### src/rtl/video_line_fetcher_pkg.sv
// Shared types and widths for the video fetch path: FSM encoding and bus widths
// used by video_line_fetcher and its FIFO.
package poly94_video_pkg;

  localparam int ADDR_W = 24;
  localparam int PIX_W  = 16;

  typedef enum logic [1:0] {
    FS_IDLE,
    FS_REQ,
    FS_ACK
  } fetch_state_t;

endpackage

### src/rtl/video_line_fetcher_fifo.sv
// Synchronous show-ahead FIFO: the head word is visible on rd_data whenever
// empty is low; flush empties it in one cycle and dominates write and pop.
module video_fifo #(
  parameter int DEPTH = 64,
  parameter int WIDTH = 16
) (
  input  logic                     clk_i,
  input  logic                     rst_i,
  input  logic                     wr_en,
  input  logic [WIDTH-1:0]         wr_data,
  input  logic                     rd_en,
  input  logic                     flush,
  output logic [WIDTH-1:0]         rd_data,
  output logic                     empty,
  output logic [$clog2(DEPTH):0]   count
);

  localparam int AW = $clog2(DEPTH);

  logic [WIDTH-1:0] r_mem [DEPTH];
  logic [AW-1:0]    r_wr_ptr;
  logic [AW-1:0]    r_rd_ptr;
  logic [AW:0]      r_count;

  logic w_full;
  logic w_do_wr;
  logic w_do_rd;

  assign w_full  = (r_count == (AW+1)'(DEPTH));
  assign w_do_wr = wr_en && !flush && !w_full;
  assign w_do_rd = rd_en && !flush && (r_count != '0);

  always_ff @(posedge clk_i) begin
    if (rst_i || flush) begin
      r_wr_ptr <= '0;
      r_rd_ptr <= '0;
      r_count  <= '0;
    end else begin
      if (w_do_wr) r_wr_ptr <= r_wr_ptr + 1'b1;
      if (w_do_rd) r_rd_ptr <= r_rd_ptr + 1'b1;
      case ({w_do_wr, w_do_rd})
        2'b10:   r_count <= r_count + 1'b1;
        2'b01:   r_count <= r_count - 1'b1;
        default: r_count <= r_count;
      endcase
    end
  end

  // NOTE: storage carries no reset; validity is tracked by the pointers, and an
  // unreset array maps onto plain RAM instead of a flop bank with reset muxes.
  always_ff @(posedge clk_i) begin
    if (w_do_wr) r_mem[r_wr_ptr] <= wr_data;
  end

  assign rd_data = r_mem[r_rd_ptr];
  assign empty   = (r_count == '0);
  assign count   = r_count;

endmodule

### src/rtl/video_line_fetcher.sv
// Burst fetcher from SDRAM arbiter video port into a show-ahead pixel FIFO.
// Optional VIDEO_FETCH_STATS_EN adds underrun_count_o and burst_count_o.
module video_line_fetcher
  import poly94_video_pkg::*;
#(
  parameter int BURST_LEN   = 8,
  parameter int FIFO_DEPTH  = 64,
  parameter int FRAME_WORDS = 76800
) (
  input  logic              clk_i,
  input  logic              rst_i,
  input  logic              frame_start_i,
  input  logic [ADDR_W-1:0] fb_base_x16_i,
  output logic              video_sdram_rd,
  output logic [ADDR_W-1:0] video_sdram_addr_x16,
  input  logic              video_sdram_rdy,
  input  logic [PIX_W-1:0]  video_sdram_rdata,
  output logic              video_sdram_ack,
  output logic              pix_valid_o,
  output logic [PIX_W-1:0]  pix_data_o,
  input  logic              pix_rd_i,
  output logic              underrun_o
`ifdef VIDEO_FETCH_STATS_EN
  ,
  output logic [15:0]       underrun_count_o,
  output logic [15:0]       burst_count_o
`endif
);

  localparam int CNT_W = $clog2(FIFO_DEPTH) + 1;
  localparam int BW    = $clog2(BURST_LEN);
  localparam int FW    = $clog2(FRAME_WORDS + 1);

  fetch_state_t      r_state;
  fetch_state_t      w_next_state;
  logic [ADDR_W-1:0] r_fetch_ptr;
  logic [ADDR_W-1:0] r_burst_addr;
  logic [FW-1:0]     r_frame_cnt;
  logic              r_done;
  logic [BW-1:0]     r_word_cnt;
  logic              r_discard;
  logic [CNT_W-1:0]  r_free;
  logic              r_underrun;

  logic              w_fifo_wr;
  logic              w_fifo_empty;
  logic [CNT_W-1:0]  w_fifo_count;
  logic              w_last_word;
  logic              w_pop_empty;

  assign w_last_word = (r_state == FS_REQ) && video_sdram_rdy &&
                       (r_word_cnt == BW'(BURST_LEN - 1));
  assign w_fifo_wr   = (r_state == FS_REQ) && video_sdram_rdy && !r_discard;
  assign w_pop_empty = pix_rd_i && w_fifo_empty;

  video_fifo #(
    .DEPTH (FIFO_DEPTH),
    .WIDTH (PIX_W)
  ) u_fifo (
    .clk_i   (clk_i),
    .rst_i   (rst_i),
    .wr_en   (w_fifo_wr),
    .wr_data (video_sdram_rdata),
    .rd_en   (pix_rd_i),
    .flush   (frame_start_i),
    .rd_data (pix_data_o),
    .empty   (w_fifo_empty),
    .count   (w_fifo_count)
  );

  // NOTE: sequential state uses non-blocking assignments so every flop samples
  // pre-edge values regardless of process ordering.
  always_ff @(posedge clk_i) begin
    if (rst_i) r_state <= FS_IDLE;
    else       r_state <= w_next_state;
  end

  // A frame start in IDLE holds off the request so the burst address comes from
  // the freshly loaded base rather than the stale pointer.
  always_comb begin
    // NOTE: default first so no path through the case leaves it unassigned (latch).
    w_next_state = r_state;
    case (r_state)
      FS_IDLE: if (!r_done && !frame_start_i && (r_free >= CNT_W'(BURST_LEN)))
                 w_next_state = FS_REQ;
      FS_REQ:  if (w_last_word) w_next_state = FS_ACK;
      FS_ACK:  w_next_state = FS_IDLE;
      default: w_next_state = FS_IDLE;
    endcase
  end

  always_comb begin
    video_sdram_rd  = (r_state == FS_REQ);
    video_sdram_ack = (r_state == FS_ACK);
  end

  assign video_sdram_addr_x16 = r_burst_addr;
  assign pix_valid_o          = !w_fifo_empty;
  assign underrun_o           = r_underrun;

  always_ff @(posedge clk_i) begin
    if (rst_i) begin
      r_fetch_ptr  <= '0;
      r_burst_addr <= '0;
      r_frame_cnt  <= '0;
      r_done       <= 1'b1;
      r_word_cnt   <= '0;
      r_discard    <= 1'b0;
      r_free       <= CNT_W'(FIFO_DEPTH);
      r_underrun   <= 1'b0;
    end else begin
      r_free <= CNT_W'(FIFO_DEPTH) - w_fifo_count;

      if (r_state == FS_IDLE && w_next_state == FS_REQ) r_burst_addr <= r_fetch_ptr;
      if (r_state == FS_REQ && video_sdram_rdy)         r_word_cnt   <= r_word_cnt + 1'b1;

      // A restart during the burst or its ACK owns the pointers; the burst's own
      // advance is dropped.
      if (frame_start_i) begin
        r_fetch_ptr <= fb_base_x16_i;
        r_frame_cnt <= '0;
        r_done      <= 1'b0;
      end else if (r_state == FS_ACK && !r_discard) begin
        r_fetch_ptr <= r_fetch_ptr + ADDR_W'(BURST_LEN);
        r_frame_cnt <= r_frame_cnt + FW'(BURST_LEN);
        if (r_frame_cnt + FW'(BURST_LEN) == FW'(FRAME_WORDS)) r_done <= 1'b1;
      end

      if (r_state == FS_ACK)                         r_discard <= 1'b0;
      else if (frame_start_i && r_state == FS_REQ)   r_discard <= 1'b1;

      if (frame_start_i)    r_underrun <= 1'b0;
      else if (w_pop_empty) r_underrun <= 1'b1;
    end
  end

`ifdef VIDEO_FETCH_STATS_EN
  logic [15:0] r_underrun_count;
  logic [15:0] r_burst_count;

  always_ff @(posedge clk_i) begin
    if (rst_i) begin
      r_underrun_count <= '0;
      r_burst_count    <= '0;
    end else begin
      if (frame_start_i)
        r_underrun_count <= '0;
      else if (w_pop_empty && r_underrun_count != 16'hFFFF)
        r_underrun_count <= r_underrun_count + 1'b1;
      if (r_state == FS_ACK) r_burst_count <= r_burst_count + 1'b1;
    end
  end

  assign underrun_count_o = r_underrun_count;
  assign burst_count_o    = r_burst_count;
`endif

endmodule
### config.mk
export PLATFORM = sky130hd
export DESIGN_NAME = video_line_fetcher
export DESIGN_NICKNAME = d
export VERILOG_FILES = /design/src/rtl/video_line_fetcher_pkg.sv /design/src/rtl/video_line_fetcher_fifo.sv /design/src/rtl/video_line_fetcher.sv
export SDC_FILE = /design/constraint.sdc
export NUM_CORES = 1
export LEC_CHECK = 0
export CAP_MARGIN = 20
export CORE_AREA = 10 10 364 366
export DETAILED_ROUTE_END_ITERATION = 12
export DIE_AREA = 0 0 374 376
export HOLD_SLACK_MARGIN = 0.1
export PLACE_DENSITY_LB_ADDON = 0.2
export SLEW_MARGIN = 40
export SYNTH_ARGS = -nofsm -noshare
export SYNTH_HDL_FRONTEND = slang
export SYNTH_SLANG_ARGS = --single-unit
### constraint.sdc
create_clock -name clk_i -period 3.4 [get_ports clk_i]
set_input_delay 0.34 -clock clk_i [delete_from_list [all_inputs] [get_ports clk_i]]
set_output_delay 0.34 -clock clk_i [all_outputs]
set_load 0.01 [all_outputs]
==> results of run 1 <==
[registers in the layout, summed over array words and instances (netlist names), 3 cells and up, named ones only]
| signal | flops |
|---|---|
| r_word_cnt | 3 |
| r_free | 4 |
| u_fifo.r_mem | 1024 |
| r_frame_cnt | 14 |
| u_fifo.count | 7 |
| u_fifo.r_rd_ptr | 6 |
| video_sdram_addr_x16 | 24 |
| r_fetch_ptr | 24 |
| u_fifo.r_wr_ptr | 6 |
[report_power, final]
group,leakage (nW),switching (mW),internal (mW)
registers,10.0,0.0298,15.1
logic,4.65,0.322,0.135
clock network,1.85,5.28,7.45
total,16.5,5.63,22.7
[layout make-up]
cell class,instances,area share [%]
Sequential cell,1123,61.5
Multi-Input combinational cell,847,20.0
Timing Repair Buffer,309,7.34
Clock buffer,139,5.69
Tap cell,1650,3.88
Clock inverter,72,1.43
Inverter,13,0.0917
Antenna cell,2,0.00941
[logic make-up after synthesis]
| logic type | Yosys count |
|---|---|
| flops | 1123 |
| buf+inv | 121 |
| fa+ha+maj | 9 |
| simple gates | 332 |
| mux | 358 |
| compound gates | 96 |
| xor+xnor | 52 |
[worst paths after layout]
check                           slack, ns                  from  depth (start not counted)                 end
worst max-delay path                -0.27             flip-flop                          9       pix_data_o[6]
worst max register to register       0.44       u_fifo.count[0]                         11     u_fifo.count[4]
worst min-delay path                 0.16  video_sdram_rdata[1]                          1  u_fifo.r_mem[4][1]
worst min register to register       0.47         r_word_cnt[1]                          2       r_word_cnt[1]
[routing by layer]
metal	part of all wire, %	track usage [%]	vias to the layer above
li1	-	-	9287
met1	44	22.1	11900
met2	48	26.3	663
met3	5.8	3.19	159
met4	2.0	3.54	4
met5	0.030	0	-
[worst max-delay path, cell delays in order (launching register included)]
cell     delay, ns
dfxtp_4       0.41
buf_12        0.17
buf_16        0.17
buf_6         0.11
mux4_2        0.53
mux4_2        0.57
o22ai_4       0.29
buf_6         0.17
nor2_4        0.04
buf_6         0.13
[cell usage in the layout (no fill, tap or decap), drive strengths merged, types with 15 or more instances in the layout]
| cell | instances |
|---|---|
| mux2i | 38 |
| clkbuf | 142 |
| clkdlybuf4s50 | 55 |
| nand3 | 17 |
| xnor2 | 22 |
| xor2 | 30 |
| inv | 17 |
| nor2 | 180 |
| o22ai | 25 |
| nand2 | 58 |
| clkinv | 48 |
| edfxtp | 1024 |
| buf | 248 |
| dfxtp | 99 |
| a21oi | 30 |
| bufinv | 15 |
| mux4 | 320 |
[what timing repair did]
action / in CTS / in global routing
buffers inserted: 29 / 5
endpoints found under the setup margin: 16 / 16
hold buffers: 0 / 1
gates cloned: 6 / 3
gates resized for setup: 125 / 38
pin swaps: 10 / 13
endpoints found under the hold margin: 0 / 5
[per-stage QoR]
stage | area (sq um) | TNS (ns) | setup WS, ns
after floorplan | 43500 | 0 | 0.378
final | 53200 | -2.75 | -0.270
after global routing | 53200 | -4.10 | -0.305
after CTS | 52900 | -4.11 | -0.301
after detailed placement | 48500 | -0.539 | -0.291
after global placement | 48400 | -0.560 | -0.295
[cell usage after synthesis (all sizes together) (2+ instances only)]
master and number:
o22ai 25, nand2 58, or2 4, dfxtp 99
nor4 5, a211oi 5, a21oi 30, and4 3
nor2 180, nor3 8, a22oi 8, or3b 3
a311oi 2, and3 11, or3 6, nor3b 4
ha 9, o32ai 2, buf 44, nor2b 9
o21ai 8, mux4 320, nand3 17, a31oi 5
nand4 11, mux2i 38, xnor2 22, clkbuf 64
and2 3, nand3b 3, edfxtp 1024, xor2 30
inv 13, nand2b 4
==> key figures, run 1 <==
Run status
  – Status: finished with violations
  – Failing checks: setup timing

Floorplanning
  – Total die area: 0.141 sq mm
  – Chip width: 374 um
  – Row cnt: 130
  – Chip height: 376 um
  – Initial Util: 34.8%
  – Total core area: 0.125 sq mm
  – Boundary Pins: 89

Finish
  – Final nets: 2463
  – Share of cells above drive strength 1: 33.7%
  – Seq. cell area: 0.0327 sq mm
  – Area Overhead vs Synth: 22.3%
  – Final std cells w/o fill: 4155
  – Final core occ: 42.5%
  – Area of the multi-input gates: 0.0107 sq mm
  – Filler cell count: 10800

STA
  – Clk_skew: 0.0336 ns
  – Slew margin rel.: 43.4%
  – Final Hold Vio Count: 0
  – Hold WS: 0.156 ns
  – Final Worst Setup Slack: -0.270 ns
  – Worst-Margin Slew: 0.849 ns
  – Count of final setup violators: 16
  – Final worst path period share: 108%
  – RSZ-0062 raised after global routing: true
  – Fmax: 273 MHz
  – Min Tclk post-route: 3.67 ns
  – Final Max Slew Viols: 0

Synthesis
  – Mapped Area: 0.0435 sq mm
  – Compound-gate portion of the synthesized area: 1.48%
  – Post-synthesis mux area share: 17.4%
  – Prevailing post-synth register cell: edfxtp_1
  – Yosys warnings: 0
  – Async S/R FF share, synth: 0%
  – Distinct cells, synth: 55
  – Avg Inst Size Synth: 20.8 sq um
  – Post-synth top area cell: edfxtp_1
  – Post-synth top area share: 70.6%
  – Main combinational cell family by area after synthesis: multiplexers
  – XOR/XNOR Fraction of Synth Area: 1.05%
  – Top cells by area, synth: edfxtp_1 (71%), mux4_2 (17%), dfxtp_1 (4.6%)
  – EDFF count, synth: 1024
  – Seq/Total Area, Yosys: 75.2%
  – Cells after Synth: 2091
  – Yosys reg bits: 1123
  – Adder-cell area share of the yosys netlist: 0.259%
  – Post-Syn Nets: 2145
  – Simple logic cell fraction of the synthesized area: 3.43%

Global routing
  – Largest net degree at the start of global routing: 65
  – Global Route Usage Sum: 16.0%
  – Grt total ovfl: 0
  – Vias in the first global route: 23000
  – First-pass GRT wire length: 166 mm
  – Antenna violations before repair: 5

CTS
  – TritonCTS clock tree: built
  – Total CTS buffers: 115
  – Clk sinks: 1123
  – Clk buf depth: 3
  – Worst-path clk slew: 0.06 ns
  – Clk_lat worst skew: 0.71 ns
  – H-tree levels: 3
  – CTS Root Cell: clkbuf_16

Routing
  – First-pass DRT Iterations: 5
  – Wirelength per Cell: 27.4 um
  – Routed Antenna Nets: 0
  – Via density per instance: 5.29
  – Via count: 22000
  – Routed WL: 114 mm
  – DR iter-0 viols: 2059
  – Post-route DRC: 0

Power and ir drop
  – Power, Total: 28.3 mW
  – Static leakage: 16.5 nW
  – Pwr/cell area: 532 mW/mm^2
  – Maximum vdd drop: 443 uV

Place
  – Port bufs: 88
  – Detailed placer's ending HPWL: 69.2 mm
  – GPL Wtd Cong: 0.770
  – DP Cell Count: 3899

Setup path
  – CP arrival: 3.33 ns
  – Setup crit start kind: flip-flop
  – Setup crit end kind: primary output
  – Critical Path RT: 3.06 ns
  – Crit Path Max Fanout: 7
  – Crit Path Category: flip-flop to primary output

Flow run
  – Max cap viols: 0

Hold path
  – Worst Hold Class: primary input to flip-flop
No activity file was read; power rests on OpenSTA's default activity.
==> inputs of run 2 (changes only) <==
- CORE_AREA: 10 10 364 366 -> 10 10 323 325
- DIE_AREA: 0 0 374 376 -> 0 0 333 335
- GPL_ROUTABILITY_DRIVEN: not set -> 1
==> key figures, run 2 (synthesized netlist as in run 1, its figures left out) <==
Run status
  – Status: finished with violations
  – Failing checks: setup timing

Setup path
  – R2R Path End: u_fifo.r_mem[44][5]
  – RR Startpoint: u_fifo.count[1]
  – Crit Path Max Fanout: 5 (-2)
  – CP arrival: 3.23 ns (-0.10 ns)
  – Crit Path Category: flip-flop to primary output
  – Worst reg-to-reg path cell count: 9 (-2)
  – Setup crit end kind: primary output
  – Setup crit start kind: flip-flop
  – Critical Path RT: 3.06 ns (about the same)
  – Reg2Reg Setup Slack: 0.42 ns (-0.02 ns)

STA
  – Final Worst Setup Slack: -0.174 ns (+0.0951 ns)
  – Final Hold Vio Count: 0 (unchanged)
  – Clk_skew: 0.0270 ns (-0.00661 ns)
  – Fmax: 280 MHz (+2.7%)
  – Slew margin rel.: 42.6% (-0.80 points)
  – Hold WS: 0.142 ns (-0.0149 ns)
  – Final Max Slew Viols: 0 (unchanged)
  – Min Tclk post-route: 3.57 ns (-0.0951 ns)
  – Worst-Margin Slew: 0.861 ns (+0.0120 ns)
  – RSZ-0062 raised after global routing: true
  – Setup TNS: -1.88 ns (+0.870 ns)
  – Count of final setup violators: 16 (unchanged)
  – Final worst path period share: 105% (-2.8 points)

Hold path
  – Worst Hold Class: primary input to flip-flop
  – Hold Crit Depth: 1 (unchanged)
  – Hold EP: u_fifo.r_mem[10][2]
  – Min-delay src: video_sdram_rdata[2]

Finish
  – Reg with most FFs: u_fifo.r_mem
  – Share of cells above drive strength 1: 33.6% (-0.11 points)
  – Max FFs per register: 1024 (unchanged)
  – Area Overhead vs Synth: 22.3% (about the same)
  – Final core occ: 54.4% (+12 points)
  – Final nets: 2476 (+0.53%)
  – Leading cell types in the layout, fill and taps excluded: edfxtp_1 (1024), mux4_2 (320), nor2_1 (143)
  – Most common cell after layout, fill and taps aside: edfxtp_1

Flow run
  – Max cap viols: 0 (unchanged)

CTS
  – Worst-path clk slew: 0.06 ns (about the same)
  – Clk_lat worst skew: 0.69 ns (-0.02 ns)
  – Total CTS buffers: 113 (-1.7%)
  – H-tree levels: 3 (unchanged)
  – CTS Root Cell: clkbuf_16
  – Clk buf depth: 3 (unchanged)
  – Clk sinks: 1123 (unchanged)
  – TritonCTS clock tree: built

Place
  – GPL Wtd Cong: 0.807 (+4.9%)
  – Port bufs: 88 (unchanged)
  – Dpl ws: 0.0373 ns (+0.328 ns)
  – Detailed placer's ending HPWL: 64.0 mm (-7.5%)

Floorplanning
  – Chip height: 335 um (-11%)
  – Initial Util: 44.5% (+9.7 points)
  – Total die area: 0.112 sq mm (-21%)
  – Row cnt: 115 (-12%)
  – Total core area: 0.0978 sq mm (-22%)
  – Boundary Pins: 89 (unchanged)
  – Chip width: 333 um (-11%)

Routing
  – Routed Antenna Nets: 0 (unchanged)
  – DR iter-0 viols: 2289 (+11%)
  – Wirelength per Cell: 28.9 um (+5.5%)
  – Via count: 22200 (+1.1%)
  – Routed WL: 110 mm (-3.3%)
  – Via density per instance: 5.83 (+10%)
  – First-pass DRT Iterations: 5 (unchanged)
  – Post-route DRC: 0 (unchanged)

Power and ir drop
  – Static leakage: 16.7 nW (+0.94%)
  – Maximum vdd drop: 387 uV (-13%)
  – Pwr/cell area: 526 mW/mm^2 (-1.0%)

Global routing
  – Largest net degree at the start of global routing: 65 (unchanged)
  – First-pass GRT wire length: 161 mm (-3.1%)
  – Antenna violations before repair: 9 (+4)
  – Vias in the first global route: 22900 (-0.53%)
  – Global Route Usage Sum: 19.8% (+3.7 points)
  – Grt total ovfl: 0 (unchanged)
## run 2: cell types whose count changed in the layout (fill, tap and decap cells not counted), moves of 5 or more
cell and change:
buf_12 +7, buf_16 +14, buf_2 -8, clkbuf_1 +7, clkbuf_16 -5, clkinv_1 -8, nor2_1 +26, nor2_2 -29
o22ai_1 -10, o22ai_4 +9
## run 2: layer usage
metal  wire length, um  vias up  global-route usage, %
met2             52400      804                   31.5
met1             47300    11900                   27.4
met5                58        -                      0
met3              8160      139                   4.56
li1                  -     9314                      -
met4              2160        8                   4.83
## run 2: how the worst max path moves through the flow
stage	from	endpoint	slack, ns	cells past startpoint
after CTS	flip-flop	pix_data_o[15]	-0.24	10
after detailed placement	flip-flop	pix_data_o[6]	0.04	7
final	flip-flop	pix_data_o[6]	-0.17	10
after global routing	flip-flop	pix_data_o[6]	-0.25	10
after floorplan	u_fifo.count[1]	u_fifo.count[4]	0.38	14
after global placement	flip-flop	pix_data_o[6]	0.05	7
## run 2: timing repair
| action | 4_1_cts | 5_1_grt |
|---|---|---|
| hold buffers | 1 | 0 |
| gates resized for setup | 193 | 10 |
| gates cloned | 23 | 0 |
| pin swaps | 33 | 13 |
| buffers inserted | 35 | 14 |
| setup endpoints to repair | 16 | 16 |
| hold endpoints to repair | 9 | 0 |
## run 2: worst max-delay path, stage by stage (launching register included)
cell,delay [ns]
dfxtp_4,0.38
buf_12,0.11
buf_12,0.12
buf_12,0.13
buf_8,0.13
buf_16,0.13
mux4_2,0.49
mux4_2,0.63
o22ai_4,0.18
nor2_4,0.08
buf_6,0.14
## run 2: through the flow
step,std cells,area [sq um],power [mW]
after floorplan,2091,43500,15.5
after global placement,3529,47800,15.8
after detailed placement,3530,47900,15.8
after CTS,3798,53200,28.2
after global routing,3804,53200,28.8
final,3808,53200,28.0
## run 2: layout make-up
type / count / area (sq um)
clock inverter: 62 / 669
tap: 1287 / 1610
inverter: 13 / 48.8
antenna: 4 / 10.0
clock buffer: 148 / 3050
multi-input combinational: 847 / 10700
timing repair buffer: 324 / 4330
sequential: 1123 / 32700
fill: 7458 / 44600
## run 2: report_power, final
part           internal [mW]  switching, mW
clock                   7.30           5.14
combinational          0.137          0.316
sequential              15.1         0.0284
total                   22.5           5.49
==> inputs of run 3 (changes only) <==
==> constraint.sdc (replaced) <==
create_clock -name clk_i -period 3.4 [get_ports clk_i]
set_input_delay 0.34 -clock clk_i [delete_from_list [all_inputs] [get_ports clk_i]]
set_output_delay 0.34 -clock clk_i [all_outputs]
set_load 0.005 [all_outputs]
==> key figures, run 3 (synthesized netlist as in run 1, its figures left out) <==
CTS
  – Hold-fix buffers, CTS: 0 (-1)
  – Total CTS buffers: 112 (-0.88%)
  – Clk sinks: 1123 (unchanged)
  – CTS Root Cell: clkbuf_16
  – Worst-path clk slew: 0.06 ns (about the same)
  – TritonCTS clock tree: built
  – Clk_lat worst skew: 0.71 ns (+0.02 ns)
  – H-tree levels: 3 (unchanged)
  – Clk buf depth: 3 (unchanged)

Global routing
  – Vias in the first global route: 22900 (+0.11%)
  – Largest net degree at the start of global routing: 65 (unchanged)
  – M3 GR Usage: 4.30% (-0.25 points)
  – GR met1 Demand/Resource: 28.3% (+0.85 points)
  – GRT busiest layer: met2
  – Met2 Usage GRT: 31.9% (+0.36 points)
  – Global Route Usage Sum: 20.1% (+0.31 points)
  – Antenna violations before repair: 9 (unchanged)
  – Grt total ovfl: 0 (unchanged)
  – First-pass GRT wire length: 163 mm (+1.5%)

Hold path
  – Min-delay src: video_sdram_rdata[6]
  – Worst Hold Class: primary input to flip-flop
  – Hold Crit Depth: 1 (unchanged)
  – Hold EP: u_fifo.r_mem[6][6]

Run status
  – Failing checks: setup timing
  – Status: finished with violations

Finish
  – Most common cell after layout, fill and taps aside: edfxtp_1
  – Area Overhead vs Synth: 21.6%
  – Final nets: 2477 (+0.040%)
  – Final core occ: 54.1% (-0.31 points)
  – Leading cell types in the layout, fill and taps excluded: edfxtp_1 (1024), mux4_2 (320), nor2_1 (143)
  – Share of cells above drive strength 1: 33.0% (-0.53 points)
  – Max FFs per register: 1024 (unchanged)
  – Reg with most FFs: u_fifo.r_mem

Setup path
  – Setup crit end kind: primary output
  – RR Startpoint: u_fifo.count[2]
  – CP Buf/Inv Count: 5 (-1)
  – CP arrival: 3.18 ns (-0.05 ns)
  – Critical path's slowest cell: mux4_2
  – Setup crit start kind: flip-flop
  – Top delay family on crit path: multiplexers
  – Crit-path cells: buf_12 -> buf_16 -> buf_16 -> buf_12 -> mux4_2 -> mux4_2 -> o22ai_4 -> nor2_4 -> buf_6
  – Critical Path RT: 3.06 ns (about the same)
  – Worst reg-to-reg path cell count: 9 (unchanged)
  – Crit Path Category: flip-flop to primary output
  – Crit Path Max Fanout: 7 (+2)
  – Reg2Reg Setup Slack: 0.68 ns (+0.26 ns)
  – Slowest stage delay, CP: 0.62 ns (about the same)
  – R2R Path End: u_fifo.count[4]

Routing
  – Wirelength per Cell: 29.5 um (+2.1%)
  – Via count: 22200 (+0.20%)
  – Routed WL: 112 mm (+1.8%)
  – Routed Antenna Nets: 0 (unchanged)
  – First-pass DRT Iterations: 5 (unchanged)
  – Via density per instance: 5.86 (+0.49%)
  – Post-route DRC: 0 (unchanged)
  – DR iter-0 viols: 2165 (-5.4%)

Power and ir drop
  – Pwr/cell area: 519 mW/mm^2 (-1.4%)
  – Static leakage: 16.5 nW (-0.91%)
  – Maximum vdd drop: 564 uV (+46%)

Floorplanning
  – Row cnt: 115 (unchanged)
  – Boundary Pins: 89 (unchanged)
  – Chip height: 335 um (unchanged)
  – Total die area: 0.112 sq mm (unchanged)
  – Chip width: 333 um (unchanged)
  – Initial Util: 44.5% (unchanged)
  – Total core area: 0.0978 sq mm (unchanged)

STA
  – Fmax: 284 MHz (+1.5%)
  – Slew margin rel.: 49.7% (+7.1 points)
  – Clk_skew: 0.0282 ns (+0.00119 ns)
  – RSZ-0062 raised after global routing: true
  – Setup TNS: -1.24 ns (+0.639 ns)
  – Min Tclk post-route: 3.52 ns (-0.0532 ns)
  – Final Max Slew Viols: 0 (unchanged)
  – Final Worst Setup Slack: -0.121 ns (+0.0532 ns)
  – Count of final setup violators: 16 (unchanged)
  – Final worst path period share: 104% (-1.6 points)
  – Final Hold Vio Count: 0 (unchanged)
  – Worst-Margin Slew: 0.748 ns (-0.114 ns)

Flow run
  – Max cap viols: 0 (unchanged)

Place
  – Port bufs: 88 (unchanged)
  – GPL Wtd Cong: 0.805 (-0.33%)
  – Detailed placer's ending HPWL: 65.0 mm (+1.6%)
-- run 3: repair_timing --
item                                    4_1_cts  5_1_grt
gates resized for setup                     187       16
cloned                                       12        2
pin swaps                                    40       13
endpoints found under the setup margin       16       16
setup buffers                                53       10
-- run 3: per-stage QoR --
stage	worst slack [ns]	total power, mW	area [sq um]	hold slack (ns)	std cells
after floorplan	0.378	15.5	43500	0.439	2091
after detailed placement	-0.0958	15.8	47900	0.462	3527
after global placement	-0.121	15.8	47900	0.447	3526
after CTS	-0.184	27.7	52800	0.113	3785
final	-0.121	27.4	52900	0.138	3797
after global routing	-0.186	28.2	52900	0.138	3793
-- run 3: report_power, final --
group,switching [mW],total [mW],internal [mW]
combinational,0.318,0.455,0.137
clock,5.12,11.9,6.76
sequential,0.0286,15.1,15.1
total,5.47,27.4,22.0
-- run 3: cell type report --
class / count / area, sq um
clock inverters: 54 / 534
well taps: 1287 / 1610
clock buffers: 143 / 2940
flip-flops and latches: 1123 / 32700
multi-input cells: 847 / 10800
diodes: 4 / 10.0
repair buffers: 326 / 4260
inverters: 13 / 48.8
fillers: 7464 / 44900
-- run 3: per-layer routing --
metal / vias up / part of all wire, %
li1: 9305 / -
met1: 12000 / 42
met2: 828 / 48
met3: 137 / 8.2
met4: 8 / 1.6
met5: - / 0.048
-- run 3: worst max-delay path by stage --
stage	end	cells after the start
after floorplan	u_fifo.count[4]	14
after global placement	pix_data_o[4]	8
after detailed placement	pix_data_o[4]	8
after CTS	pix_data_o[11]	10
after global routing	pix_data_o[13]	9
final	pix_data_o[13]	9
